## src/rtl/inst_fetch_bridge_pkg.sv

```systemverilog
// Shared definitions for the instruction fetch bridge and its address mapper.
// Covers the fetch FSM encodings, the bus transfer size and the kseg0/kseg1 mask.
package inst_fetch_bridge_pkg;

   typedef enum logic [1:0] {
      FETCH_IDLE    = 2'd0,
      FETCH_ADDR    = 2'd1,
      FETCH_DATA    = 2'd2,
      FETCH_DISCARD = 2'd3
   } fetch_state_t;

   localparam logic [1:0]  INST_SIZE_WORD = 2'b10;

   // pc[31:30]==2'b10 selects kseg0/kseg1; both map to physical by clearing [31:29].
   localparam logic [1:0]  KSEG_SEG_BITS  = 2'b10;
   localparam logic [31:0] KSEG_PHYS_MASK = 32'h1FFF_FFFF;

endpackage

```

## src/rtl/fetch_addr_map.sv

```systemverilog
// Combinational virtual-to-physical mapper for unmapped kernel segments.
// Also reused by the data-side bridge.
module fetch_addr_map
   import inst_fetch_bridge_pkg::*;
#(
   parameter logic ADDR_MAP_EN = 1'b1
) (
   input  logic [31:0] i_vaddr,
   output logic [31:0] o_paddr
);

   logic w_kseg;

   assign w_kseg  = ADDR_MAP_EN && (i_vaddr[31:30] == KSEG_SEG_BITS);
   assign o_paddr = w_kseg ? (i_vaddr & KSEG_PHYS_MASK) : i_vaddr;

endmodule

```

## src/rtl/inst_fetch_bridge.sv

```systemverilog
// Bridge from the core fetch port to an SRAM-like req/addr_ok/data_ok instruction bus.
// One outstanding read; returned words are forwarded same-cycle or buffered until consumed.
module inst_fetch_bridge
   import inst_fetch_bridge_pkg::*;
#(
   parameter logic ADDR_MAP_EN = 1'b1
) (
   input  logic        clk,
   input  logic        rst,
   input  logic [31:0] if_pc,
   input  logic        if_stall,
   input  logic        if_flush,
   output logic [31:0] if_instr,
   output logic        stallreq_from_if,
   output logic        inst_req,
   output logic        inst_wr,
   output logic [1:0]  inst_size,
   output logic [31:0] inst_addr,
   output logic [31:0] inst_wdata,
   input  logic        inst_addr_ok,
   input  logic        inst_data_ok,
   input  logic [31:0] inst_rdata,
   output logic [1:0]  dbg_state
);

   fetch_state_t r_state;
   fetch_state_t w_next_state;
   logic [31:0]  r_req_pc;
   logic         r_buf_valid;
   logic [31:0]  r_buf_pc;
   logic [31:0]  r_buf_instr;
   logic         w_buf_valid_nxt;
   logic         w_aligned;
   logic         w_buf_hit;
   logic         w_bypass;
   logic         w_pending;
   logic [31:0]  w_paddr;

   fetch_addr_map #(.ADDR_MAP_EN(ADDR_MAP_EN)) u_addr_map (
      .i_vaddr (r_req_pc),
      .o_paddr (w_paddr)
   );

   assign w_aligned = (if_pc[1:0] == 2'b00);
   assign w_buf_hit = r_buf_valid && (r_buf_pc == if_pc);
   assign w_bypass  = (r_state == FETCH_DATA) && inst_data_ok && (r_req_pc == if_pc);
   assign w_pending = w_aligned && !w_buf_hit && !w_bypass;

   assign stallreq_from_if = w_pending;
   assign if_instr   = w_bypass  ? inst_rdata  :
                       w_buf_hit ? r_buf_instr : 32'h0;
   assign inst_req   = (r_state == FETCH_ADDR);
   // r_req_pc only changes on leaving IDLE, so the address is stable until addr_ok.
   assign inst_addr  = w_paddr;
   assign inst_wr    = 1'b0;
   assign inst_size  = INST_SIZE_WORD;
   assign inst_wdata = 32'h0;
   assign dbg_state  = r_state;

   always_comb begin
      w_next_state = r_state;
      case (r_state)
         FETCH_IDLE: begin
            if (w_pending && !if_flush) w_next_state = FETCH_ADDR;
         end
         FETCH_ADDR: begin
            if (inst_addr_ok)  w_next_state = if_flush ? FETCH_DISCARD : FETCH_DATA;
            else if (if_flush) w_next_state = FETCH_IDLE;
         end
         FETCH_DATA: begin
            if (inst_data_ok)  w_next_state = FETCH_IDLE;
            else if (if_flush) w_next_state = FETCH_DISCARD;
         end
         FETCH_DISCARD: begin
            if (inst_data_ok) w_next_state = FETCH_IDLE;
         end
         default: w_next_state = FETCH_IDLE;
      endcase
   end

   // A word forwarded and consumed in its arrival cycle never occupies the buffer.
   always_comb begin
      w_buf_valid_nxt = r_buf_valid;
      if (if_flush)
         w_buf_valid_nxt = 1'b0;
      else if ((r_state == FETCH_DATA) && inst_data_ok)
         w_buf_valid_nxt = !(w_bypass && !if_stall);
      else if (w_buf_hit && !if_stall)
         w_buf_valid_nxt = 1'b0;
   end

   always_ff @(posedge clk or negedge rst) begin
      if (!rst) begin
         r_state     <= FETCH_IDLE;
         r_req_pc    <= 32'h0;
         r_buf_valid <= 1'b0;
         r_buf_pc    <= 32'h0;
         r_buf_instr <= 32'h0;
      end else begin
         r_state     <= w_next_state;
         r_buf_valid <= w_buf_valid_nxt;
         if ((r_state == FETCH_IDLE) && (w_next_state == FETCH_ADDR))
            r_req_pc <= if_pc;
         if ((r_state == FETCH_DATA) && inst_data_ok) begin
            r_buf_instr <= inst_rdata;
            r_buf_pc    <= r_req_pc;
         end
      end
   end

endmodule

```

## config.mk

```make
export PLATFORM = sky130hd
export DESIGN_NAME = inst_fetch_bridge
export DESIGN_NICKNAME = d
export VERILOG_FILES = /design/src/rtl/inst_fetch_bridge_pkg.sv /design/src/rtl/fetch_addr_map.sv /design/src/rtl/inst_fetch_bridge.sv
export SDC_FILE = /design/constraint.sdc
export NUM_CORES = 1
export LEC_CHECK = 0
export BUFFER_PORTS_ARGS = -buffer_cell sky130_fd_sc_hd__buf_4
export CELL_PAD_IN_SITES_DETAIL_PLACEMENT = 0
export CELL_PAD_IN_SITES_GLOBAL_PLACEMENT = 1
export CORE_UTILIZATION = 34
export DETAILED_ROUTE_END_ITERATION = 16
export GPL_ROUTABILITY_DRIVEN = 0
export GPL_TIMING_DRIVEN = 1
export HOLD_SLACK_MARGIN = 0.15
export PLACE_DENSITY = 0.79
export SLEW_MARGIN = 10
export SYNTH_ARGS = -nofsm -noshare
export SYNTH_HDL_FRONTEND = slang
export SYNTH_SLANG_ARGS = --single-unit
```

## constraint.sdc

```tcl
create_clock -name clk -period 2.2 [get_ports clk]
set_input_delay 0.44 -clock clk [delete_from_list [all_inputs] [get_ports clk]]
set_output_delay 0.44 -clock clk [all_outputs]
set_load 0.01 [all_outputs]
```

## Word level (Yosys, flattened, before mapping)

Index checks and enable logic that the tools add are counted.

| word-level totals | value |
|---|---|
| output and inout bits | 103 |
| bits in registers | 99 |
| logic and storage cells | 43 |

| cells by class | value |
|---|---|
| mux-type cells | 14 |
| reductions and logical operators | 17 |
| equality and inequality tests | 7 |

Operators with widths:

| kind | count |
|---|---|
| 2-to-1 mux 32 bit | 3 |
| equality test 32 bit | 2 |
| 2-to-1 mux 2 bit | 6 |
| logical AND 1 bit | 9 |
| case mux 2 bit (4 select lines) | 1 |
| equality test 2 bit, second input constant | 3 |
| logical NOT 1 bit | 5 |
| equality test 2 x 1 -> 1 bit, second input constant | 2 |
| logical NOT 2 bit | 2 |
| 2-to-1 mux 1 bit | 4 |
| nonzero test 3 bit | 1 |

## Longest topological paths before layout

Gate-level depths: netlist (run 1).

| logic depth | value |
|---|---|
| depth in word-level cells | 10 |
| gate-level depth with buffers | 8 |

## Modules after synthesis

From an unflattened synthesis (run 1), not the netlist that was laid out.

| second synthesis, totals | value |
|---|---|
| cell total of the unflattened synthesis | 629 |
| area total of the unflattened synthesis | 5530.3 um^2 |

By module, submodules not included:

| module | times used | area an instance (um^2) | sequential area each (um^2) | cells each |
|---|---|---|---|---|
| inst_fetch_bridge | 1 | 5286.3 | 2477.4 | 596 |
| fetch_addr_map | 1 | 244.0 | 0.0 | 33 |

## Worst setup path after synthesis (run 1)

OpenSTA, ideal clock, no wires.

| timing | value |
|---|---|
| path kind | input-to-output |
| start point | in if_pc[5] |
| end point | out if_instr[10] |
| arrival time | 1884 ps |
| setup slack | -124 ps |
| cell stages on the path | 8 |
| buffers on the path | 2 |
| data required time | 1760 ps |
| cell sequence | xor2_1 nor4_1 nand4_1 nor4_2 buf_2 buf_2 nand2_1 o21ai_0 |

| between the ends | value |
|---|---|
| cells in the longest elaborated chain, start to end | 4 |
| elaborated cells on any way between the ends | 6 |
| classes of those cells | eq/ne: 2; mux: 2; reduce/logical: 2 |

RTL lines:

| item | line | text |
|---|---|---|
| from (decl) | inst_fetch_bridge.sv:10 | `input logic [31:0] if_pc,` |
| equality test 32 bit | inst_fetch_bridge.sv:45 | `assign w_buf_hit = r_buf_valid && (r_buf_pc == if_pc);` |
| logical AND 1 bit | inst_fetch_bridge.sv:45 |  |
| 2-to-1 mux 32 bit | inst_fetch_bridge.sv:51 | `w_buf_hit ? r_buf_instr : 32'h0;` |
| 2-to-1 mux 32 bit (*) | inst_fetch_bridge.sv:50 | `assign if_instr = w_bypass ? inst_rdata :` |
| to (decl) | inst_fetch_bridge.sv:13 | `output logic [31:0] if_instr,` |

Every way passes the cells marked *; elsewhere a longest branch is shown, timed or not.

## Final worst setup path (run 1)

| timing | value |
|---|---|
| start point | reg r_req_pc[0] |
| end point | out if_instr[30] |

| between the ends | value |
|---|---|
| cells in the longest elaborated chain, start to end | 3 |

RTL lines:

| item | line | text |
|---|---|---|
| from (decl) | inst_fetch_bridge.sv:28 | `logic [31:0] r_req_pc;` |
| from (signal assigned) | inst_fetch_bridge.sv:103 | `r_req_pc <= if_pc;` |
| equality test 32 bit | inst_fetch_bridge.sv:46 | `assign w_bypass = (r_state == FETCH_DATA) && inst_data_ok && (r_req_pc == if_pc);` |
| logical AND 1 bit | inst_fetch_bridge.sv:46 |  |
| 2-to-1 mux 32 bit | inst_fetch_bridge.sv:50 |  |

No other way between the ends.

==> results.md, run 1 <==
- Final cell count without fillers: roughly 1,000
- Number of global-route vias before repair: 4,386
- Number of enable flip-flop cells after synthesis: 0
- Overall die area: 16,700 sq um
- Cell area after synthesis: about 5500 sq um
- Status: finished, violations left
- Start of the worst register-to-register path: r_req_pc[0]$_DFFE_PN0P_
- DR vias: 4,636
- Initial Utilization: between 30% and 40%
- Share of the clock period used by the worst path after layout: 130%
- Number of remaining DRC errors: 0
- Count of cell types in the netlist: 33
- Biggest cell delay along the critical path: roughly 0.4 ns
- Biggest fanout along the worst timing path: 6
- Max IR drop VDD: approximately 450 uV
- Net count, final: 872
- Min-Delay Path Class: in2reg
- Synthesized area divided by synthesized cell count: about 8.8 sq um
- Count of buffers inserted at the top-level ports: approximately 140
- Post-Route Skew: approximately 0.012 ns
- Final Hold Viols: 0
- Share of cells above drive strength 1: between 30% and 40%
- Data required time at the worst endpoint: approximately 1.8 ns
- First-pass GRT wire length: about 23 mm
- Height of the die: 129 um
- Std-Cell Rows: 46
- Instance count of the mapped netlist: roughly 630
- Maximum number of pins on one net before global-route repair: 66
- Worst EP arrival: roughly 2.4 ns
- GRT Util Overall: a little under a fifth
- CTS clk-pin slew, worst paths: roughly 0.070 ns
- Dominant synthesized flop cell: sky130_fd_sc_hd__dfrtp_1
- RSZ-0062 raised after global routing: yes
- Power density normalized to cell area: about 1100 nW/um^2
- R2r endpoint: r_req_pc[4]$_DFFE_PN0P_
- Number of buffers created by CTS: 9
- Floorplan core area: ~16,000 sq um
- Startpoint of the worst hold path: if_flush
- Cell count after placement: between 900 and 1,000
- Least-Margin Pin Slew: ~0.76 ns
- Type of the worst setup path: reg2out
- Number of levels the H-tree was split into: 3
- Post-route setup TNS: -30.87 ns
- Layout overhead on the synthesized area: 39.2%
- Number of maximum-capacitance constraint violations: 0
- Total number of clock tree sinks: 99
- Normalized max-slew margin: about half
- Remaining number of nets flagged by the antenna check after routing: 0
- DRC marker count from the first detailed-route iteration: about 240
- Share of synthesized area occupied by flip-flops and latches: ~45%
- Io pins: approximately 170
- Slowest-stage cell, CP: sky130_fd_sc_hd__dfrtp_1
- Commonest non-fill, non-tap cell in the layout: sky130_fd_sc_hd__nand2_1
- TritonCTS clock tree: built
- Maximum clock frequency: between 300 and 400 MHz
- Violated checks: setup timing
- Clock latency on the worst-skew pair: 0.36 ns
- Final global-route overflow total: 0
- Most used cells in the layout excluding fill and tap cells: sky130_fd_sc_hd__nand2_1, sky130_fd_sc_hd__buf_4, sky130_fd_sc_hd__dfrtp_1, sky130_fd_sc_hd__nand4_1, sky130_fd_sc_hd__conb_1
- Worst setup EP type: output port
- Min cycle time layout: between 2 and 3 ns
- Clock root buffer: sky130_fd_sc_hd__clkbuf_16
- Synth warnings: 0
- Vias/cell: ~4.5
- Number of antenna violations at the first check in global routing: 0
- Antenna diodes: 0
- Final wirelength: ~15 mm
- Register-to-Register Path Depth: 10
- Synth async-reset ratio: 100%
- Final hold slack: 0.249 ns
- Final HPWL from detailed placement: between 10 and 15 mm
- Routed wire length per instance: between 15 and 20 um
- Synth Register Bits: 99
- Cell count of the worst hold path: 2
- Setup crit start kind: flip-flop
- Worst setup slack after layout: -0.668 ns
- Die width: 129 um
- End point of the worst hold path: r_buf_valid$_DFFE_PN0P_
- Detailed Routing Iterations Pass 1: 4
- Setup-failing EPs final: 66
- Leak: 3.88 nW
- R2r setup slk: -0.36 ns
- Critical path cell sequence: xor2_2, nor4_2, nand4_1, nor4_4, buf_6, buf_4, buf_6, nand2_1, o21ai_0, buf_4
- Maximum buffer depth of the clock tree: 2
- Fin. max-slew vios: 0
## synthesized netlist by cell type (all sizes together) (2+ instances only)
| library cell | n | area [sq um] |
|---|---|---|
| xor2 | 33 | 289 |
| clkbuf | 24 | 90.1 |
| o21ai | 34 | 170 |
| nand3 | 3 | 15.0 |
| inv | 2 | 7.51 |
| nand2 | 225 | 845 |
| dfrtp | 99 | 2480 |
| nand3b | 2 | 18.8 |
| nor2 | 2 | 7.51 |
| nand4 | 40 | 250 |
| nor3 | 2 | 10.0 |
| conb | 2 | 7.51 |
| mux2 | 30 | 338 |
| buf | 75 | 551 |
| nor4 | 10 | 75.1 |
| xnor2 | 31 | 272 |
| and2 | 3 | 18.8 |
## layer usage
layer	up-vias	part of all wire, %	GRT usage, %
met5	-	0	0
met4	0	1.8	6.85
met3	18	4.7	4.00
met2	115	48	29.4
met1	2199	45	25.5
li1	2304	-	-
## how the worst max path moves through the flow
| stage | cells after the start | slack (ns) | to | from |
|---|---|---|---|---|
| after floorplan | 8 | -0.07 | if_instr[18] | if_pc[29] |
| after CTS | 9 | -0.69 | if_instr[0] | r_req_pc[13]$_DFFE_PN0P_ |
| after global placement | 10 | -0.74 | if_instr[16] | if_pc[27] |
| after global routing | 9 | -0.83 | if_instr[1] | r_req_pc[0]$_DFFE_PN0P_ |
| after detailed placement | 10 | -0.75 | if_instr[0] | if_pc[27] |
| final | 10 | -0.67 | if_instr[30] | r_req_pc[0]$_DFFE_PN0P_ |
## cell type report
| cell class | instances | area (sq um) |
|---|---|---|
| Clock buffer | 11 | 253 |
| Timing Repair Buffer | 230 | 1940 |
| Inverter | 2 | 7.51 |
| Sequential cell | 99 | 2480 |
| Fill cell | 1582 | 8210 |
| Tap cell | 216 | 270 |
| Clock inverter | 5 | 43.8 |
| Multi-Input combinational cell | 460 | 2680 |
## sequential cells by signal (all words and copies together) (netlist names)
name / flops
r_buf_valid: 1
r_buf_pc: 32
r_buf_instr: 32
r_req_pc: 32
dbg_state: 2
## critical path, delay by kind of cell (launching register included)
family                    cells  cell delay, ns
buffers and inverters         4            0.56
AOI/OAI and AO/OA             1            0.07
xor gates and xnor gates      1            0.17
DFF                           1            0.41
and+or+nand+nor               4            0.84
## cell families (layout without fill, tap and decap cells)
kind of cell	count (synthesis)	in the layout	synth area share, %
AND/OR/NAND/NOR	293	293	23.3
buffers and inverters	101	248	11.8
flip-flops	99	99	44.9
XOR/XNOR	64	64	10.2
AO/OA/AOI/OAI	38	38	3.63
multiplexers	30	30	6.13
other	2	35	0.136
## where the power goes
part / switching (mW) / internal (mW) / leakage [nW] / total [mW]
clock: 0.746 / 0.844 / 0.147 / 1.59
combinational: 1.59 / 1.77 / 2.50 / 3.36
sequential: 0.513 / 2.62 / 1.23 / 3.13
## through the flow
stage	utilization [%]	instance area [sq um]	power, mW	worst slack, ns
after floorplan	-	5670	5.03	-0.0735
after global placement	44.3	7030	6.22	-0.738
after detailed placement	44.3	7030	6.29	-0.750
after CTS	47.7	7580	8.07	-0.685
after global routing	48.3	7680	8.64	-0.832
final	48.3	7680	8.09	-0.668
## repair_timing
item | 4_1_cts | 5_1_grt
hold buffers | 1 | 0
endpoints found under the setup margin | 66 | 66
endpoints found under the hold margin | 27 | 0
setup buffers | 5 | 3
pin swaps | 3 | 4
resized for setup | 23 | 26
cloned | 3 | 1
Power figures use the tool's default switching activity.
==> inputs of run 2 (changes only) <==
--- a/config.mk
+++ b/config.mk
@@ -14,6 +14,7 @@
 export GPL_TIMING_DRIVEN = 1
 export HOLD_SLACK_MARGIN = 0.15
 export PLACE_DENSITY = 0.79
+export SKIP_LAST_GASP = 1
 export SLEW_MARGIN = 10
 export SYNTH_ARGS = -nofsm -noshare
 export SYNTH_HDL_FRONTEND = slang
==> run 2 against run 1 <==
  * The run still ends with setup timing left
  * Die area is the same
  * Clock skew is essentially flat
  * Register-to-register slack is essentially flat
  * Clock power is essentially flat
  * Power is essentially flat
  * Routed wire length shrank 0.26%
  * First-iteration DRC count shrank 7.1%
  * Cell area shrank 0.36%
  * Combinational power is essentially flat
  * Largest cell class unchanged
==> results.md, run 2 (synthesized netlist as in run 1, its figures left out) <==
- Busiest layer in global routing: met2
- Maximum number of pins on one net before global-route repair: 66 (unchanged)
- Routed wire length per instance: 15.0 um (-0.26%)
- CP delay by family, top: simple AND/OR/NAND/NOR gates
- DR vias: 4,636 (unchanged)
- Violated checks: setup timing
- Worst setup EP type: output port
- CTS clk-pin slew, worst paths: 0.07 ns (about the same)
- Biggest fanout along the worst timing path: 6 (unchanged)
- Share of cells above drive strength 1: 34.7% (-0.99 points)
- Count of buffers inserted at the top-level ports: 137 (unchanged)
- Area of combinational cells with multiple inputs: 2660 sq um (-0.89%)
- Clock root buffer: sky130_fd_sc_hd__clkbuf_16
- Height of the die: 129 um (unchanged)
- Share of the clock period used by the worst path after layout: 131% (+0.35 points)
- Final global-route overflow total: 0 (unchanged)
- Final wirelength: 15.3 mm (-0.26%)
- Global-route met2 utilization: 29.4% (unchanged)
- Number of remaining DRC errors: 0 (unchanged)
- Die width: 129 um (unchanged)
- Setup crit start kind: flip-flop
- Number of maximum-capacitance constraint violations: 0 (unchanged)
- Leak: 3.87 nW (-0.42%)
- Filler instances: 1,587 (+0.32%)
- Number of levels the H-tree was split into: 3 (unchanged)
- Least-Margin Pin Slew: 0.759 ns (+0.00346 ns)
- Status: finished, violations left
- Type of the worst setup path: reg2out
- Vias/cell: 4.53 (unchanged)
- Detailed Routing Iterations Pass 1: 4 (unchanged)
- Number of buffers created by CTS: 9 (unchanged)
- Min cycle time layout: 2.88 ns (+0.00759 ns)
- Antenna diodes: 0 (unchanged)
- DRC marker count from the first detailed-route iteration: 224 (-7.1%)
- GRT Util Overall: 18.7% (about the same)
- Final hold slack: 0.249 ns (-0.000759 ns)
- Worst setup slack after layout: -0.675 ns (-0.00759 ns)
- Data required time at the worst endpoint: 1.76 ns (about the same)
- Biggest cell delay along the critical path: 0.41 ns (about the same)
- Floorplan core area: 15,900 sq um (unchanged)
- Worst EP arrival: 2.44 ns (about the same)
- First-pass GRT wire length: 23.4 mm (about the same)
- Fin. max-slew vios: 0 (unchanged)
- Maximum buffer depth of the clock tree: 2 (unchanged)
- Critical path cell sequence: xor2_2, nor4_2, nand4_1, nor4_4, buf_6, buf_4, buf_6, nand2_1, o21ai_0, buf_4
- Clock latency on the worst-skew pair: 0.36 ns (about the same)
- Overall die area: 16,700 sq um (unchanged)
- Total number of clock tree sinks: 99 (unchanged)
- Maximum clock frequency: 348 MHz (-0.26%)
- RSZ-0062 raised after global routing: yes
- Seq. cell area: 2480 sq um (unchanged)
- Net count, final: 872 (unchanged)
- Max IR drop VDD: 453 uV (about the same)
- Layout overhead on the synthesized area: 38.7%
- Initial Utilization: 34.7% (unchanged)
- Final Hold Viols: 0 (unchanged)
- TritonCTS clock tree: built
- Global routing usage on met3: 4.09% (+0.083 points)
- Placed standard-cell area: 7030 sq um (unchanged)
- Registers with the most flip-flops: r_buf_instr (32), r_buf_pc (32), r_req_pc (32)
- Commonest non-fill, non-tap cell in the layout: sky130_fd_sc_hd__nand2_1
- Most used cells in the layout excluding fill and tap cells: sky130_fd_sc_hd__nand2_1, sky130_fd_sc_hd__buf_4, sky130_fd_sc_hd__dfrtp_1, sky130_fd_sc_hd__nand4_1, sky130_fd_sc_hd__conb_1
- Number of global-route vias before repair: 4,384 (-0.046%)
- Std-Cell Rows: 46 (unchanged)
- Io pins: 173 (unchanged)
- Slowest-stage cell, CP: sky130_fd_sc_hd__dfrtp_1
- Total buffers and inverters traversed by the critical path: 4 (unchanged)
- Post-Route Skew: 0.0123 ns (+0.000164 ns)
- Number of antenna violations at the first check in global routing: 0 (unchanged)
- Power density normalized to cell area: 1060 nW/um^2 (+0.39%)
- Setup-failing EPs final: 66 (unchanged)
- Post-route cell area: 7650 sq um (-0.36%)
- Met1 usage: 25.4% (-0.079 points)
- Final HPWL from detailed placement: 10.6 mm (unchanged)
- Min-Delay Path Class: in2reg
- Normalized max-slew margin: 49.4% (-0.23 points)
- Remaining number of nets flagged by the antenna check after routing: 0 (unchanged)
run 2: metal layers:
layer / vias to the layer above / routed length, um
met5: - / 0
li1: 2305 / -
met1: 2194 / 7060
met3: 20 / 707
met4: 0 / 313
met2: 117 / 7260
run 2: power breakdown:
| group | total, mW | leakage, nW | switching [mW] | internal (mW) |
|---|---|---|---|---|
| clock network | 1.60 | 0.147 | 0.754 | 0.844 |
| registers | 3.13 | 1.23 | 0.514 | 2.62 |
| logic | 3.36 | 2.49 | 1.59 | 1.76 |
run 2: path summary, 6_finish.rpt:
check | slack, ns | cells after the start | from | endpoint
worst max-delay path | -0.68 | 10 | r_req_pc[0]$_DFFE_PN0P_ | if_instr[30]
worst min-delay path | 0.25 | 2 | if_flush | r_buf_valid$_DFFE_PN0P_
worst max register to register | -0.36 | 10 | r_req_pc[0]$_DFFE_PN0P_ | r_req_pc[4]$_DFFE_PN0P_
worst min register to register | 0.48 | 2 | r_buf_instr[17]$_DFFE_PN0P_ | r_buf_instr[17]$_DFFE_PN0P_
max in group asynchronous | 1.07 | 3 | rst | r_buf_pc[8]$_DFFE_PN0P_
min in group asynchronous | 0.56 | 2 | rst | r_buf_instr[11]$_DFFE_PN0P_
run 2: area by class of cell:
type | count | share of cell area, %
multi-input cells | 460 | 34.8
flip-flops and latches | 99 | 32.4
repair buffers | 230 | 25.4
well taps | 216 | 3.53
clock buffers | 11 | 3.30
clock inverters | 5 | 0.572
inverters | 2 | 0.0981
run 2: timing repair:
| item | 4_1_cts | 5_1_grt |
|---|---|---|
| setup buffers | 5 | 3 |
| pin swaps | 3 | 2 |
| hold buffers | 1 | 0 |
| gates resized for setup | 21 | 12 |
| endpoints found under the setup margin | 66 | 66 |
| cloned | 3 | 1 |
| endpoints found under the hold margin | 27 | 0 |
run 2: through the flow:
| step | worst slack [ns] | instances | TNS, ns | power, mW | utilization [%] |
|---|---|---|---|---|---|
| final | -0.675 | 1023 | -31.38 | 8.09 | 48.2 |
| after global routing | -0.838 | 1023 | -41.64 | 8.63 | 48.2 |
| after CTS | -0.685 | 1020 | -32.30 | 8.07 | 47.6 |
| after detailed placement | -0.750 | 995 | -42.07 | 6.29 | 44.3 |
| after global placement | -0.738 | 995 | -41.38 | 6.22 | 44.3 |
| after floorplan | -0.0735 | 660 | -2.11 | 5.03 | - |
